**src/rtl/immgen_pipe.sv**
```systemverilog
// Decode-stage immediate generator: decodes a 32-bit instruction's immediate and class,
// then buffers the result in a 2-entry skid FIFO with valid/ready on both sides.
module immgen_pipe #(
  parameter int unsigned XLEN  = 32,
  parameter int unsigned TAG_W = 32
) (
  input  logic             i_clk,
  input  logic             i_rst_n,
  input  logic             i_flush,
  input  logic             i_valid,
  output logic             o_ready,
  input  logic [31:0]      i_instr,
  input  logic [TAG_W-1:0] i_tag,
  output logic             o_valid,
  input  logic             i_ready,
  output logic [XLEN-1:0]  o_imm,
  output logic [2:0]       o_imm_type,
  output logic             o_illegal,
  output logic [31:0]      o_instr,
  output logic [TAG_W-1:0] o_tag
);

  localparam bit IS64 = (XLEN == 64);

  typedef enum logic [2:0] {
    IMM_NONE  = 3'd0,
    IMM_I     = 3'd1,
    IMM_S     = 3'd2,
    IMM_B     = 3'd3,
    IMM_U     = 3'd4,
    IMM_J     = 3'd5,
    IMM_Z     = 3'd6,
    IMM_SHAMT = 3'd7
  } imm_type_e;

  localparam logic [6:0] OPC_LUI      = 7'b0110111;
  localparam logic [6:0] OPC_AUIPC    = 7'b0010111;
  localparam logic [6:0] OPC_JAL      = 7'b1101111;
  localparam logic [6:0] OPC_BRANCH   = 7'b1100011;
  localparam logic [6:0] OPC_JALR     = 7'b1100111;
  localparam logic [6:0] OPC_LOAD     = 7'b0000011;
  localparam logic [6:0] OPC_STORE    = 7'b0100011;
  localparam logic [6:0] OPC_OP_IMM   = 7'b0010011;
  localparam logic [6:0] OPC_OP_IMM32 = 7'b0011011;
  localparam logic [6:0] OPC_SYSTEM   = 7'b1110011;
  localparam logic [6:0] OPC_OP       = 7'b0110011;
  localparam logic [6:0] OPC_OP32     = 7'b0111011;

  logic [6:0]      opcode;
  logic [2:0]      funct3;
  logic [31:0]     imm32;
  logic            zext;
  imm_type_e       dec_type;
  logic            dec_illegal;
  logic [XLEN-1:0] dec_imm;
  logic [5:0]      shamt;

  assign opcode = i_instr[6:0];
  assign funct3 = i_instr[14:12];
  // RV64 OP-IMM shifts take a 6-bit shamt; the *W forms and RV32 take 5 bits.
  assign shamt  = (IS64 && opcode == OPC_OP_IMM) ? i_instr[25:20] : {1'b0, i_instr[24:20]};

  always_comb begin
    imm32       = '0;
    zext        = 1'b0;
    dec_type    = IMM_NONE;
    dec_illegal = 1'b0;
    case (opcode)
      OPC_LUI, OPC_AUIPC: begin
        imm32    = {i_instr[31:12], 12'b0};
        dec_type = IMM_U;
      end
      OPC_JAL: begin
        imm32    = 32'($signed({i_instr[31], i_instr[19:12], i_instr[20], i_instr[30:21], 1'b0}));
        dec_type = IMM_J;
      end
      OPC_BRANCH: begin
        imm32    = 32'($signed({i_instr[31], i_instr[7], i_instr[30:25], i_instr[11:8], 1'b0}));
        dec_type = IMM_B;
      end
      OPC_JALR, OPC_LOAD: begin
        imm32    = 32'($signed(i_instr[31:20]));
        dec_type = IMM_I;
      end
      OPC_STORE: begin
        imm32    = 32'($signed({i_instr[31:25], i_instr[11:7]}));
        dec_type = IMM_S;
      end
      OPC_OP_IMM, OPC_OP_IMM32: begin
        if (opcode == OPC_OP_IMM32 && !IS64) begin
          dec_illegal = 1'b1;
        end else if (funct3 == 3'b001 || funct3 == 3'b101) begin
          imm32    = 32'(shamt);
          zext     = 1'b1;
          dec_type = IMM_SHAMT;
        end else begin
          imm32    = 32'($signed(i_instr[31:20]));
          dec_type = IMM_I;
        end
      end
      OPC_SYSTEM: begin
        imm32    = 32'(i_instr[19:15]);
        zext     = 1'b1;
        dec_type = IMM_Z;
      end
      OPC_OP: ;
      OPC_OP32: dec_illegal = !IS64;
      default:  dec_illegal = 1'b1;
    endcase
  end

  assign dec_imm = zext ? XLEN'(imm32) : XLEN'($signed(imm32));

  // Skid FIFO storage: head points at the oldest entry, count is 0..2.
  logic [XLEN-1:0]  imm_q     [2];
  logic [2:0]       type_q    [2];
  logic             illegal_q [2];
  logic [31:0]      instr_q   [2];
  logic [TAG_W-1:0] tag_q     [2];
  logic [1:0]       count;
  logic             head;
  logic             wr_ptr;
  logic             push;
  logic             pop;

  assign o_ready = (count != 2'd2);
  assign o_valid = (count != 2'd0);
  assign push    = i_valid & o_ready & ~i_flush;
  assign pop     = o_valid & i_ready;
  assign wr_ptr  = head ^ count[0];

  always_ff @(posedge i_clk or negedge i_rst_n) begin
    if (!i_rst_n) begin
      count <= 2'd0;
      head  <= 1'b0;
      for (int i = 0; i < 2; i++) begin
        imm_q[i]     <= '0;
        type_q[i]    <= '0;
        illegal_q[i] <= 1'b0;
        instr_q[i]   <= '0;
        tag_q[i]     <= '0;
      end
    end else if (i_flush) begin
      count <= 2'd0;
      head  <= 1'b0;
    end else begin
      if (push) begin
        imm_q[wr_ptr]     <= dec_imm;
        type_q[wr_ptr]    <= dec_type;
        illegal_q[wr_ptr] <= dec_illegal;
        instr_q[wr_ptr]   <= i_instr;
        tag_q[wr_ptr]     <= i_tag;
      end
      if (pop) head <= ~head;
      case ({push, pop})
        2'b10:   count <= 2'(count + 2'd1);
        2'b01:   count <= 2'(count - 2'd1);
        default: count <= count;
      endcase
    end
  end

  assign o_imm      = imm_q[head];
  assign o_imm_type = type_q[head];
  assign o_illegal  = illegal_q[head];
  assign o_instr    = instr_q[head];
  assign o_tag      = tag_q[head];

endmodule

```
**config.mk**
```make
export PLATFORM = sky130hd
export DESIGN_NAME = immgen_pipe
export DESIGN_NICKNAME = d
export VERILOG_FILES = /design/src/rtl/immgen_pipe.sv
export SDC_FILE = /design/constraint.sdc
export NUM_CORES = 1
export LEC_CHECK = 0
export CAP_MARGIN = 20
export CORE_MARGIN = 5
export CORE_UTILIZATION = 38
export CTS_CLUSTER_DIAMETER = 200
export DETAILED_ROUTE_END_ITERATION = 8
export PLACE_DENSITY_LB_ADDON = 0.3
export SYNTH_ARGS = -nofsm -noshare
export SYNTH_HDL_FRONTEND = slang
export SYNTH_SLANG_ARGS = --single-unit
```
**constraint.sdc**
```tcl
create_clock -name i_clk -period 2.4 [get_ports i_clk]
set_input_delay 0.72 -clock i_clk [delete_from_list [all_inputs] [get_ports i_clk]]
set_output_delay 0.72 -clock i_clk [all_outputs]
set_load 0.1 [all_outputs]
```
# After elaboration in Yosys (flattened, before gate mapping)
# Index checks and enable logic that the tools add are counted.
dict set report totals {
  reg_bits 203
  in_bits 69
  out_inout_bits 102
  elab_cells 89
}
dict set report op_classes {
  add_sub_neg 2
  magnitude_cmp 3
  n_eq_ne 16
  muxes 38
  bitwise_logic 8
  n_reduce_logical 10
}
# op count
set op_table {}
lappend op_table {{32-bit 2-to-1 mux} 12}
lappend op_table {{32-bit one-hot mux with 7 select lines} 1}
lappend op_table {{64-bit bitwise mux} 3}
lappend op_table {{32-bit demux with 1-bit select} 1}
lappend op_table {{7-bit == test, second input constant} 4}
lappend op_table {{7-bit by 5-bit == test with 1-bit output, second input constant} 3}
lappend op_table {{7-bit by 6-bit == test with 1-bit output, second input constant} 3}
lappend op_table {{3-bit one-hot mux with 7 select lines} 1}
lappend op_table {{3-bit 2-to-1 mux} 6}
lappend op_table {{9-bit OR reduction} 1}
lappend op_table {{7-bit by 2-bit == test with 1-bit output, second input constant} 1}
lappend op_table {{1-bit 2-to-1 mux} 7}
lappend op_table {{6-bit bitwise mux} 1}
lappend op_table {{2-bit OR reduction} 3}
lappend op_table {{2-bit >= comparator, second input constant} 2}
lappend op_table {{1-bit NOT with 2-bit output} 2}
lappend op_table {{2-bit one-hot mux with 2 select lines} 1}
lappend op_table {{2-bit nonzero test} 2}
lappend op_table {{1-bit AND} 3}
lappend op_table {{3-bit demux with 1-bit select} 1}
lappend op_table {{3-bit by 1-bit == test with 1-bit output, second input constant} 1}
lappend op_table {{3-bit == test, second input constant} 1}
lappend op_table {{3-bit nonzero test} 1}
lappend op_table {{2-bit by 1-bit adder with 2-bit output, second input constant} 1}
lappend op_table {{other kinds (14)} 15}

# Logic depth before layout (Yosys ltp)
dict set report logic_depth {
  depth_word 7
  depth_mapped 8
}

# Least setup slack after synthesis
# OpenSTA, ideal clock, no wires.
dict set report synth_timing {
  kind {flip-flop to output port}
  from {reg head}
  to {out o_imm[0]}
  arrival_time_ps 1601
  required_time_ps 1680
  slack_ps 79
  stages_incl_launch_ff 4
  path_buffers 2
  cell_sequence {dfrtp_1 > clkbuf_1 > clkbuf_1 > mux2_2}
}
dict set report synth_between {
  elab_chain_len 4
}
# item line
set synth_rtl {}
lappend synth_rtl {{start: declaration} 121} ;# logic head;
lappend synth_rtl {{start signal: assignment} 154} ;# if (pop) head <= ~head;
lappend synth_rtl {{1-bit NOT with 2-bit output (implied by the code)} 163} ;# assign o_imm = imm_q[head];
lappend synth_rtl {{32-bit 2-to-1 mux (implied by the code) (3 in a row)} 163}
lappend synth_rtl {{end: declaration} 16} ;# output logic [XLEN-1:0] o_imm,
# No other way between the ends. The select of a mux whose other input is x is not followed.

# Final worst setup path
dict set report layout_timing {
  from {reg head}
  to {out o_instr[20]}
}
dict set report layout_between {
  elab_chain_len 4
}
# item line
set layout_rtl {}
lappend layout_rtl {{1-bit NOT with 2-bit output (implied by the code)} 166} ;# assign o_instr = instr_q[head];
lappend layout_rtl {{32-bit 2-to-1 mux (implied by the code) (3 in a row)} 166}
lappend layout_rtl {{end: declaration} 19} ;# output logic [31:0] o_instr,
# No other way between the ends. The select of a mux whose other input is x is not followed.

==> reports/results.md <==
## Status
- complete, but fails checks — run status
- negative setup slack — violations in the final reports

## Routing
- 620 — starting DRC count in detailed routing
- 17.7 um — Routed wire per std cell
- 7923 — Via Count
- 0 — Final ANT Viol Nets
- 5 — Pre-Repair DR Iteration Count
- 5.10 — Vias per Instance
- 0 — Remaining DRCs
- 27500 um — total detailed-routing wirelength

## Worst setup path
- 0.49 ns — crit-path max cell delay
- output port — CP Capture Type
- 1.85 ns — data arrival time at the worst-slack endpoint
- dfrtp_4 — master of the slowest instance on the critical path
- 1.68 ns — Worst EP required
- reg2out — Setup Crit Path Kind
- buf_12, buf_16, mux2_4, buf_12 — cells traversed along the worst timing path
- buf_12 — library cell appearing most often on the critical path
- 14 — maximum fanout along the worst path
- register — Worst setup SP type

## Logic synthesis
- 0 — number of flops mapped to enable cells by yosys
- 1086 — Mapped Nets
- 9.31 sq um — Post-Synthesis Mean Instance Area
- simple AND/OR/NAND/NOR gates — largest family of logic cells by synthesized area
- 0 — share of synthesized cell area in full adder, half adder and majority cells
- 0.00947 sq mm — cell area after synthesis
- 0 — synth warn
- 0.0954 — share of the synthesized area in compound gates (AO/OA/AOI/OAI)
- 0.121 — mux share of post-synthesis cell area
- 0.536 — sequential area share after synthesis
- dfrtp_1 — most used flip-flop cell after synthesis
- 1017 — cell count after synthesis
- 0.212 — area fraction in and, or, nand and nor cells after synthesis
- 1.00 — asr flop ratio synth
- 51 — Cell variety after synth
- 203 — Synth Register Bits
- 0.00185 — Synth Area in XOR/XNOR

## Die
- 168 um — die boundary height
- 171 — top-level I/O count
- 0.0282 sq mm — Die Area
- 57 — Core Rows
- 0.387 — initial cell density of the core
- 168 um — Die Wd
- 0.0245 sq mm — floorplan core area

## Finish
- 1284 — number of nets at the end of the flow
- 0.572 — core occupancy in the finished layout
- 0.0140 sq mm — Layout Cell Area excl Fill
- 0.267 — share of post-route cells with drive strength above 1
- 0 — total inserted antenna cells
- 2027 — number of filler cells placed in the layout
- 47.7% — area growth from synthesis to layout

## Power and ir drop
- 6.54 nW — leakage power
- 0.766 mV — largest vdd supply drop
- 1100 mW/mm^2 — total power divided by cell area
- 15.3 mW — overall power

## Timing
- 0 — hold violation total from the final report
- -0.167 ns — min setup slack post-route
- 2.57 ns — crit path time final
- 0.561 — Slew headroom
- 100 — # setup viols final
- 0.0128 ns — clock tree skew after final layout
- 0 — final-report max-slew violation count
- yes — setup repair after global routing missed its margin
- 390 MHz — highest attainable clock frequency
- 1.07 — final cycle utilization of the critical path
- 0.658 ns — slew at the pin closest to its max-slew limit

## Placed design
- 0.839 — Final Wtd Congestion
- 18200 um — detailed-placement wirelength estimate
- 0.0130 sq mm — instance area at placement
- 170 — PortBufs

## Clocking
- 0.06 ns — clock-pin slew of the registers on the worst-case setup and hold paths
- 0.50 ns — worst-skew pair later-pin latency
- 23 — number of buffers created by CTS
- done — CTS tree
- clkbuf_16 — clock tree root driver cell
- 0 — total of hold buffers inserted after clock tree synthesis
- 3 — maximum buffer depth of the clock tree
- 203 — count of clock tree sinks
- 1 — htree depth

## GRT
- 1 — antenna violations before repair
- 43700 um — global-route wire length before repair
- 0 — sum of overflow across all layers after global routing
- 7999 — via count of the first global-routing pass
- 0.187 — Overall Global Routing Usage
- 56 — pin count of the biggest net entering global routing

## Job
- 0 — number of maximum-capacitance violations

## Hold path
- in2async — Hold WC Path Type

cell usage after synthesis, types with 3 or more instances:
cell / instances / share of area
nand2b_1: 7 / 0.0046
inv_1: 4 / 0.0016
mux2_2: 100 / 0.12
o21ai_0: 26 / 0.014
o31ai_2: 3 / 0.0040
clkbuf_1: 33 / 0.013
a2bb2oi_1: 4 / 0.0037
o21ai_1: 3 / 0.0016
or2_2: 3 / 0.0020
a211oi_1: 3 / 0.0024
dfrtp_1: 203 / 0.54
a21oi_1: 43 / 0.023
a31oi_1: 27 / 0.018
nor2b_1: 4 / 0.0026
nand2_1: 415 / 0.16
a22oi_1: 4 / 0.0032
and2_1: 3 / 0.0020
buf_1: 7 / 0.0028
buf_2: 24 / 0.013
o31ai_1: 10 / 0.0079
nor2_1: 51 / 0.020
repair_timing:
action / CTS / global route
cloned: 0 / 5
setup buffers: 0 / 2
gates resized for setup: 18 / 15
endpoints found under the setup margin: 100 / 108
through the flow:
stage,std cells,worst slack (ns),TNS (ns),hold slack (ns)
floorplan,1017,0.0787,0,0.424
finish,1554,-0.167,-14.00,0.201
CTS,1547,-0.186,-15.06,0.203
global route,1554,-0.210,-18.57,0.224
detailed placement,1507,-0.341,-13.39,0.457
global placement,1507,-0.272,-12.09,0.451
metal layers:
| metal | track usage | part of all wire | up-vias |
|---|---|---|---|
| met4 | 0.0374 | 0.017 | 2 |
| li1 | - | - | 3765 |
| met2 | 0.296 | 0.47 | 248 |
| met5 | 0 | 0.00047 | - |
| met1 | 0.267 | 0.45 | 3871 |
| met3 | 0.0399 | 0.066 | 37 |
logic make-up (layout without fill, tap and decap cells):
kind of cell,count (synthesis),in the layout
compound gates,138,138
xor+xnor,2,2
buf+inv,71,284
flops,203,203
mux,102,102
simple gates,501,501
cell usage in the layout (no fill, tap or decap), types with 27 or more instances in the layout:
cell type          n
dfrtp_1          202
nor2_1            51
a31oi_1           27
nand2_1          415
buf_12           118
clkdlybuf4s50_1   67
a21oi_1           43
mux2_2            74
buf_4             46
sequential cells by signal (all words and copies together), names as in the netlist:
signal     flops
head           1
instr_q       64
type_q         6
tag_q         64
illegal_q      2
imm_q         64
count          2
worst paths after layout:
path	endpoint	slack, ns	cells past startpoint	from
worst max-delay path	o_instr[20]	-0.17	4	head
worst min-delay path	tag_q[4]	0.20	1	i_rst_n
worst max register to register	imm_q[14]	0.19	6	head
worst min register to register	tag_q[60]	0.47	2	tag_q[60]
max in group asynchronous	imm_q[45]	1.53	2	i_rst_n
min in group i_clk	tag_q[60]	0.47	2	tag_q[60]
worst max-delay path, delay by kind of cell, from the launching register on:
kind	cells	cell delay, ns
buffers and inverters	3	0.49
flip-flops	1	0.49
multiplexers	1	0.34
layout make-up:
type | count | area, sq um | share of cell area
Sequential cell | 203 | 5080 | 0.363
Multi-Input combinational cell | 743 | 4220 | 0.302
Timing Repair Buffer | 240 | 3550 | 0.254
Clock buffer | 34 | 657 | 0.0470
Tap cell | 324 | 405 | 0.0290
Clock inverter | 6 | 58.8 | 0.00420
Inverter | 4 | 15.0 | 0.00107
power breakdown:
part / switching [mW] / internal (mW)
Combinational: 4.63 / 2.70
Sequential: 0.424 / 4.24
Clock: 1.36 / 1.99
(Power assumes the default switching activity.)
